### src/rtl/uart_to_spi_bridge.sv
// ============================================================================
//  Module   : uart_to_spi_bridge
//  Purpose  : Receives 8N1 UART bytes and re-sends each one as an 8-bit
//             SPI mode-0 write (MSB first). Write-only, no flow control.
//  Options  : `define UART_FRAMING_CHECK_EN to drop bytes with a bad stop bit
//  Revision : 1.0 - initial release
// ============================================================================
`timescale 1ns/1ps
`default_nettype none

module uart_to_spi_bridge #(
    parameter int CLKS_PER_BIT    = 10416,
    parameter int SPI_HALF_PERIOD = 50
) (
    input  logic clk,
    input  logic rst_n,
    input  logic rx,
    output logic sclk,
    output logic mosi,
    output logic cs_n,
    output logic done
);

    localparam int CNT_W = $clog2(CLKS_PER_BIT + 1);
    localparam int SPI_W = $clog2(SPI_HALF_PERIOD + 1);
    localparam logic [CNT_W-1:0] C_HALF_LAST = CNT_W'(CLKS_PER_BIT / 2 - 1);
    localparam logic [CNT_W-1:0] C_BIT_LAST  = CNT_W'(CLKS_PER_BIT - 1);
    localparam logic [SPI_W-1:0] C_SPI_LAST  = SPI_W'(SPI_HALF_PERIOD - 1);

    typedef enum logic [2:0] {
        U_IDLE    = 3'd0,
        U_START   = 3'd1,
        U_DATA    = 3'd2,
        U_STOP    = 3'd3,
        U_RECOVER = 3'd4   // waits for line idle after a framing error
    } uart_state_t;

    typedef enum logic [1:0] {
        S_IDLE   = 2'd0,
        S_SHIFT  = 2'd1,
        S_FINISH = 2'd2
    } spi_state_t;

    logic             rx_meta_q, rx_sync_q;
    uart_state_t      ustate_q;
    logic [CNT_W-1:0] ucnt_q;
    logic [2:0]       ubit_q;
    logic [7:0]       rxsh_q;
    logic [7:0]       rx_byte_q;
    logic             rx_valid_q;

    spi_state_t       sstate_q;
    logic             pend_q;
    logic [7:0]       pend_byte_q;
    logic [7:0]       sh_q;
    logic [SPI_W-1:0] hcnt_q;
    logic [3:0]       edge_q;
    logic             sclk_q, mosi_q, cs_n_q, done_q;

    // Two-flop synchronizer for the asynchronous serial line
    always_ff @(posedge clk or negedge rst_n) begin
        if (!rst_n) begin
            rx_meta_q <= 1'b1;
            rx_sync_q <= 1'b1;
        end else begin
            rx_meta_q <= rx;
            rx_sync_q <= rx_meta_q;
        end
    end

    // UART receiver: mid-bit sampling, LSB first, one-cycle valid on completion
    always_ff @(posedge clk or negedge rst_n) begin
        if (!rst_n) begin
            ustate_q   <= U_IDLE;
            ucnt_q     <= '0;
            ubit_q     <= '0;
            rxsh_q     <= '0;
            rx_byte_q  <= '0;
            rx_valid_q <= 1'b0;
        end else begin
            rx_valid_q <= 1'b0;
            case (ustate_q)
                U_IDLE: begin
                    ucnt_q <= '0;
                    if (!rx_sync_q) ustate_q <= U_START;
                end
                U_START: begin
                    if (ucnt_q == C_HALF_LAST) begin
                        ucnt_q   <= '0;
                        ubit_q   <= '0;
                        // A line already back high mid-start-bit is a glitch
                        ustate_q <= rx_sync_q ? U_IDLE : U_DATA;
                    end else begin
                        ucnt_q <= ucnt_q + 1'b1;
                    end
                end
                U_DATA: begin
                    if (ucnt_q == C_BIT_LAST) begin
                        ucnt_q <= '0;
                        rxsh_q <= {rx_sync_q, rxsh_q[7:1]};
                        ubit_q <= ubit_q + 1'b1;
                        if (ubit_q == 3'd7) ustate_q <= U_STOP;
                    end else begin
                        ucnt_q <= ucnt_q + 1'b1;
                    end
                end
                U_STOP: begin
                    if (ucnt_q == C_BIT_LAST) begin
                        ucnt_q <= '0;
`ifdef UART_FRAMING_CHECK_EN
                        if (rx_sync_q) begin
                            rx_byte_q  <= rxsh_q;
                            rx_valid_q <= 1'b1;
                            ustate_q   <= U_IDLE;
                        end else begin
                            ustate_q   <= U_RECOVER;
                        end
`else
                        rx_byte_q  <= rxsh_q;
                        rx_valid_q <= 1'b1;
                        ustate_q   <= U_IDLE;
`endif
                    end else begin
                        ucnt_q <= ucnt_q + 1'b1;
                    end
                end
                U_RECOVER: begin
                    if (rx_sync_q) ustate_q <= U_IDLE;
                end
                default: ustate_q <= U_IDLE;
            endcase
        end
    end

    // SPI master plus pending-byte holding register (newest byte wins)
    always_ff @(posedge clk or negedge rst_n) begin
        if (!rst_n) begin
            sstate_q    <= S_IDLE;
            pend_q      <= 1'b0;
            pend_byte_q <= '0;
            sh_q        <= '0;
            hcnt_q      <= '0;
            edge_q      <= '0;
            sclk_q      <= 1'b0;
            mosi_q      <= 1'b0;
            cs_n_q      <= 1'b1;
            done_q      <= 1'b0;
        end else begin
            done_q <= 1'b0;
            case (sstate_q)
                S_IDLE: begin
                    if (pend_q) begin
                        sh_q     <= pend_byte_q;
                        mosi_q   <= pend_byte_q[7];
                        cs_n_q   <= 1'b0;
                        hcnt_q   <= '0;
                        edge_q   <= '0;
                        sstate_q <= S_SHIFT;
                    end
                end
                S_SHIFT: begin
                    if (hcnt_q == C_SPI_LAST) begin
                        hcnt_q <= '0;
                        sclk_q <= ~sclk_q;
                        edge_q <= edge_q + 1'b1;
                        // Falling edge (sclk currently high): present next bit,
                        // except on the final falling edge which ends the frame
                        if (sclk_q && (edge_q != 4'd15)) begin
                            sh_q   <= {sh_q[6:0], 1'b0};
                            mosi_q <= sh_q[6];
                        end
                        if (edge_q == 4'd15) sstate_q <= S_FINISH;
                    end else begin
                        hcnt_q <= hcnt_q + 1'b1;
                    end
                end
                S_FINISH: begin
                    cs_n_q   <= 1'b1;
                    sclk_q   <= 1'b0;
                    mosi_q   <= 1'b0;
                    done_q   <= 1'b1;
                    sstate_q <= S_IDLE;
                end
                default: sstate_q <= S_IDLE;
            endcase

            // A freshly received byte takes priority over the consume-clear
            if (rx_valid_q) begin
                pend_q      <= 1'b1;
                pend_byte_q <= rx_byte_q;
            end else if ((sstate_q == S_IDLE) && pend_q) begin
                pend_q <= 1'b0;
            end
        end
    end

    assign sclk = sclk_q;
    assign mosi = mosi_q;
    assign cs_n = cs_n_q;
    assign done = done_q;

endmodule

`default_nettype wire

### config.mk
export PLATFORM = sky130hd
export DESIGN_NAME = uart_to_spi_bridge
export DESIGN_NICKNAME = d
export VERILOG_FILES = /design/src/rtl/uart_to_spi_bridge.sv
export SDC_FILE = /design/constraint.sdc
export NUM_CORES = 1
export LEC_CHECK = 0
export ABC_AREA = 1
export BUFFER_PORTS_ARGS = -buffer_cell sky130_fd_sc_hd__buf_2
export CAP_MARGIN = 20
export CORE_MARGIN = 3
export CORE_UTILIZATION = 45
export CTS_BUF_LIST = sky130_fd_sc_hd__clkbuf_16
export CTS_CLUSTER_SIZE = 28
export DETAILED_ROUTE_END_ITERATION = 10
export SYNTH_ARGS = -nofsm -noshare
export SYNTH_HDL_FRONTEND = slang
export SYNTH_SLANG_ARGS = --single-unit
### constraint.sdc
create_clock -name clk -period 2 [get_ports clk]
set_input_delay 0.6 -clock clk [delete_from_list [all_inputs] [get_ports clk]]
set_output_delay 0.6 -clock clk [all_outputs]
set_load 0.01 [all_outputs]
==> results of run 1 <==
## routing by layer
metal  global-route usage, %  vias to the layer above
li1                        -                     1248
met1                    20.7                     1136
met2                    24.6                       33
met3                    3.01                        7
met4                    8.17                        0
met5                       0                        -
## worst min-delay path by stage
| stage | endpoint | cells past startpoint | from |
|---|---|---|---|
| final | ucnt_q[3]$_DFFE_PN0P_ | 1 | rst_n |
| after global routing | ucnt_q[6]$_DFFE_PN0P_ | 1 | rst_n |
| after CTS | ucnt_q[3]$_DFFE_PN0P_ | 1 | rst_n |
| after detailed placement | rx_sync_q$_DFF_PN1_ | 0 | rx_meta_q$_DFF_PN1_ |
| after global placement | rx_sync_q$_DFF_PN1_ | 0 | rx_meta_q$_DFF_PN1_ |
| after floorplan | done$_DFF_PN0_ | 0 | rst_n |
## cells in the mapped netlist, types with 4 or more instances
cell | instances | area share [%]
nand4_1 | 5 | 0.93
a21oi_1 | 8 | 1.2
o21ai_2 | 8 | 2.1
dfrtp_1 | 67 | 50
nand2_2 | 4 | 0.75
ha_1 | 10 | 3.7
inv_1 | 48 | 5.4
xor2_1 | 8 | 2.1
nand2_1 | 95 | 11
nor3_1 | 5 | 0.75
nand3_1 | 15 | 2.2
nor2_1 | 27 | 3.0
o21ai_0 | 36 | 5.4
## power by group through the flow
stage	clock (mW)	sequential, mW	combinational (mW)
floorplan	0	1.45	0.000772
global placement	0	1.45	0.0414
detailed placement	0	1.45	0.0416
CTS	1.61	1.42	0.0417
global route	1.67	1.42	0.0456
finish	1.57	1.42	0.0387
## sequential cells by signal, summed over array words and instances (netlist names), 2 cells and up
name / flops
ucnt_q: 14
ubit_q: 3
sh_q: 7
hcnt_q: 6
sstate_q: 2
edge_q: 4
pend_byte_q: 8
rx_byte_q: 8
ustate_q: 2
rxsh_q: 8
## final cells by class
cell class | instances | share of cell area (%)
Clock buffer | 9 | 5.92
Clock inverter | 7 | 1.91
Inverter | 52 | 5.19
Multi-Input combinational cell | 250 | 35.7
Sequential cell | 70 | 46.1
Tap cell | 96 | 3.16
Timing Repair Buffer | 9 | 2.04
## critical path: cells and delay by family, from the launching register on
kind	cells	cell delay, ps
and+or+nand+nor	6	760
DFF	1	370
adders and majority gates	1	200
buffers and inverters	1	280
## stage by stage
stage | util (%) | power [mW] | area (sq um)
CTS | 54.2 | 3.07 | 3800
finish | 54.2 | 3.03 | 3810
global placement | 49.9 | 1.49 | 3500
floorplan | - | 1.45 | 3360
detailed placement | 49.9 | 1.49 | 3500
global route | 54.2 | 3.13 | 3810
## logic make-up after synthesis
group                    Yosys count  synth area share, %
AO/OA/AOI/OAI                     66                 11.9
buffers and inverters             59                 7.38
multiplexers                       2                0.634
XOR/XNOR                           9                 2.35
AND/OR/NAND/NOR                  163                 21.7
flip-flops                        70                 52.3
adder cells (fa/ha/maj)           10                 3.73
## what timing repair did
action / in CTS / in global routing
endpoints found under the setup margin: 0 / 2
gates resized for setup: 0 / 1
endpoints found under the hold margin: 0 / 0
==> metrics, run 1 <==
unrepaired setup endpoints after global routing false; final hold vios 0; DP HPWL 4170 microns; Worst-Margin Slew 495 ps; gpl congestion 0.821; max-cap viol count 0; number of antenna diodes 0; # setup viols final 0; largest net degree at the start of global routing 31; f_max 0.573 GHz; Boundary Pins 7; Initial Util 47.8%; DRT antenna net count 0; FF-to-FF End ucnt_q[10]$_DFFE_PN0P_; DR top layer met4; die height 92.4 microns; CP Cell Sequence ha_1, nand2_1, nor2_1, nand2_1, nand2_1, nand2_2, inv_1, nor2_1; arrival time worst endpoint 1940 ps; Fin Hold WS 237 ps; Clock Tree Root clkbuf_16; max-slew violation count 0; dpl cells 477; vias in the first global route 2,353; Leak 1.92 nW; num rows 30; CTS tree built; DR iter-0 viols 97; CTS buffer count 9; number of non-filler instances in the completed layout 493; cts hold-fix bufs 0; Total Die Area 8530 sq um; most common cell after layout, fill and taps aside nand2_1; fin crit period 1740 ps; Reg2Reg Depth 8; final setup TNS 0 ps; FF+latch count, synth 70; Register Area 1760 sq um; Data required, critical path 2200 ps; routed wl met2 2670 microns; Switching Fraction 20.8%; Worst Setup EP ucnt_q[10]$_DFFE_PN0P_; area delta synth->final 13.4%; Hold Crit Class input port to async pin; status finished clean; Slew headroom 67.0%; Crit Path Class flip-flop to flip-flop; clock skew 7.17 ps; first drt pass iteration count 5; average cell area after synthesis 8.85 sq um; routed len/inst 11.8 microns; Worst setup SP type flip-flop; CP Capture Type flip-flop; Comb pwr share 1.3%; register area share after synthesis 52.3%; Setup WS pre-CTS 205 ps; Worst-path clk slew 60 ps; setup slack, reg-to-reg 260 ps; power share of the sequential group 46.9%; global-route wire length before repair 10,600 microns; Worst-Skew Late Latency 330 ps; Tcrit/Tclk final 87.2%; layout net count 405; postcts setup bufs 0; Post-Syn Area 3360 sq um; Pint 2.40 mW; Pwr Density 796 nW/um^2; Multi-input gate area 1360 sq um; layout cells sized above 1 13.9%; fill cell count 639; core area 7020 sq um; Sw Pwr 0.630 mW; met1 wire length 2920 microns; crit-path max FO 11; Worst Setup SP ucnt_q[0]$_DFFE_PN0P_; Post-Synthesis Cells 379; initial antenna violation count 0; I/O Buffers 6; Post-synth EDFFs 0; gr ovfl total 0; most used cell, CP nand2_1; sinks on the clock net 70; Die Wd 92.4 microns; Via density 4.92; H-tree Lvls 3; total track usage 15.7%; most frequent cells in the layout nand2_1, dfrtp_1, inv_1; CTS max path bufs 2; final WL 5840 microns; synth warn 0; maximum vdd drop 0.614 mV; commonest register cell after synthesis dfrtp_1; clock share of power 51.8%; RR Startpoint ucnt_q[0]$_DFFE_PN0P_; Yosys cell types 40; Async SR Flop Fraction 100%; Remaining DRCs 0; Worst path slowest cell dfrtp_1; Final WS setup 255 ps; metal3 WL 149 microns; routed vias 2,424; slowest stage delay, CP 370 ps; syn_nets 392
No activity file was read; power rests on OpenSTA's default activity.
==> run 2, diff against run 1 <==
--- a/config.mk
+++ b/config.mk
@@ -10,7 +10,7 @@
 export CAP_MARGIN = 20
 export CORE_MARGIN = 3
 export CORE_UTILIZATION = 45
-export CTS_BUF_LIST = sky130_fd_sc_hd__clkbuf_16
+export CTS_BUF_LIST = sky130_fd_sc_hd__clkbuf_8
 export CTS_CLUSTER_SIZE = 28
 export DETAILED_ROUTE_END_ITERATION = 10
 export SYNTH_ARGS = -nofsm -noshare
==> run 2 against run 1 <==
Against the previous run: worst setup slack got worse by 6.0 ps; final area decreased by 2.7%; clock-buffer cell count unchanged; routed wire length decreased by 2.0%; via count decreased by 0.87%; cell count unchanged; combinational power decreased by 1%; largest cell class unchanged; largest power group is now registers.
==> metrics, run 2 (synthesis gave the netlist of run 1 again) <==
status finished clean; max-cap viol count 0; global-route wire length before repair 10,500 microns; layout cells sized above 1 13.9%; CP Capture Type flip-flop; Comb pwr share 1.5%; clock share of power 43.6%; core area 7020 sq um; CTS max path bufs 2; DR iter-0 viols 100; unrepaired setup endpoints after global routing false; largest net degree at the start of global routing 31; num rows 30; most common cell after layout, fill and taps aside nand2_1; Worst-Skew Late Latency 340 ps; power share of the sequential group 54.9%; fin crit period 1750 ps; Tcrit/Tclk final 87.5%; Worst-path clk slew 80 ps; Slew headroom 67.5%; H-tree Lvls 3; Leak 1.87 nW; routed vias 2,403; clock skew 14.8 ps; number of antenna diodes 0; cts hold-fix bufs 0; first drt pass iteration count 4; setup slack, reg-to-reg 250 ps; initial antenna violation count 0; Total Die Area 8530 sq um; Pint 2.01 mW; Switching Fraction 22.3%; Die Wd 92.4 microns; Hold Crit Class input port to async pin; most frequent cells in the layout nand2_1, dfrtp_1, inv_1; max-slew violation count 0; final hold vios 0; gpl congestion 0.821; layout net count 405; I/O Buffers 6; arrival time worst endpoint 1980 ps; Initial Util 47.8%; Reg2Reg Depth 6; number of flip-flops in the largest register 14; Boundary Pins 7; RR Startpoint sstate_q[0]$_DFFE_PN0P_; Pwr Density 698 nW/um^2; most flop-heavy register ucnt_q; Worst-Margin Slew 488 ps; Via density 4.87; final WL 5720 microns; Data required, critical path 2230 ps; maximum vdd drop 0.433 mV; f_max 0.571 GHz; CTS buffer count 9; CTS tree built; vias in the first global route 2,350; # setup viols final 0; FF-to-FF End edge_q[2]$_DFFE_PN0P_; routed len/inst 11.6 microns; sinks on the clock net 70; total track usage 15.4%; gr ovfl total 0; Clock Tree Root clkbuf_8; die height 92.4 microns; area delta synth->final 10.4%; Remaining DRCs 0; Finished Core Util 52.8%; Worst setup SP type flip-flop; crit-path max FO 15; DRT antenna net count 0; Crit Path Class flip-flop to flip-flop; DP HPWL 4170 microns; final setup TNS 0 ps; Sw Pwr 0.577 mW
==> run 2: per-layer routing <==
metal	GRT usage [%]	share of wire, %
met3	3.01	2.5
met2	24.2	45
met5	0	0
met1	20.6	50
met4	7.05	1.9
==> run 2: worst max-delay path by stage <==
| stage | startpoint | endpoint | depth (start not counted) |
|---|---|---|---|
| CTS | sstate_q[0]$_DFFE_PN0P_ | sh_q[6]$_DFFE_PN0P_ | 8 |
| detailed placement | sstate_q[0]$_DFFE_PN0P_ | sh_q[6]$_DFFE_PN0P_ | 8 |
| global placement | sstate_q[0]$_DFFE_PN0P_ | sh_q[3]$_DFFE_PN0P_ | 8 |
| finish | sstate_q[0]$_DFFE_PN0P_ | edge_q[2]$_DFFE_PN0P_ | 6 |
| global route | sstate_q[0]$_DFFE_PN0P_ | edge_q[2]$_DFFE_PN0P_ | 6 |
| floorplan | sstate_q[1]$_DFFE_PN0P_ | sh_q[3]$_DFFE_PN0P_ | 9 |
==> run 2: layout make-up <==
class | instances | area (sq um)
repair buffers | 9 | 77.6
clock buffers | 9 | 124
well taps | 96 | 120
inverters | 52 | 198
fillers | 647 | 3310
flip-flops and latches | 70 | 1760
clock inverters | 7 | 72.6
multi-input cells | 250 | 1360
==> run 2: critical path: stages, from the launching register on <==
cell and delay [ps]:
dfrtp_1 400, inv_1 100, ha_1 310, nand2_1 160, o21ai_4 130, nand2_2 230, o31ai_1 300
==> run 2: timing repair <==
action / in CTS / in global routing
resized for setup: 0 / 1
setup endpoints to repair: 0 / 2
buffers inserted: 0 / 0
==> run 2: power groups by stage <==
stage	combinational [mW]	clock, mW	sequential, mW
floorplan	0.000772	0	1.45
global placement	0.0414	0	1.45
detailed placement	0.0416	0	1.45
CTS	0.0417	1.17	1.42
global route	0.0456	1.23	1.42
finish	0.0383	1.13	1.42
==> run 2: metrics by stage <==
| stage | hold WS [ps] | setup slack (ps) | std cells | cell area (sq um) | power [mW] |
|---|---|---|---|---|---|
| floorplan | 304 | 421 | 379 | 3360 | 1.45 |
| global placement | 352 | 311 | 477 | 3500 | 1.49 |
| detailed placement | 348 | 205 | 477 | 3500 | 1.49 |
| CTS | 215 | 194 | 493 | 3700 | 2.63 |
| global route | 234 | 27.6 | 493 | 3700 | 2.69 |
| finish | 210 | 249 | 493 | 3700 | 2.58 |
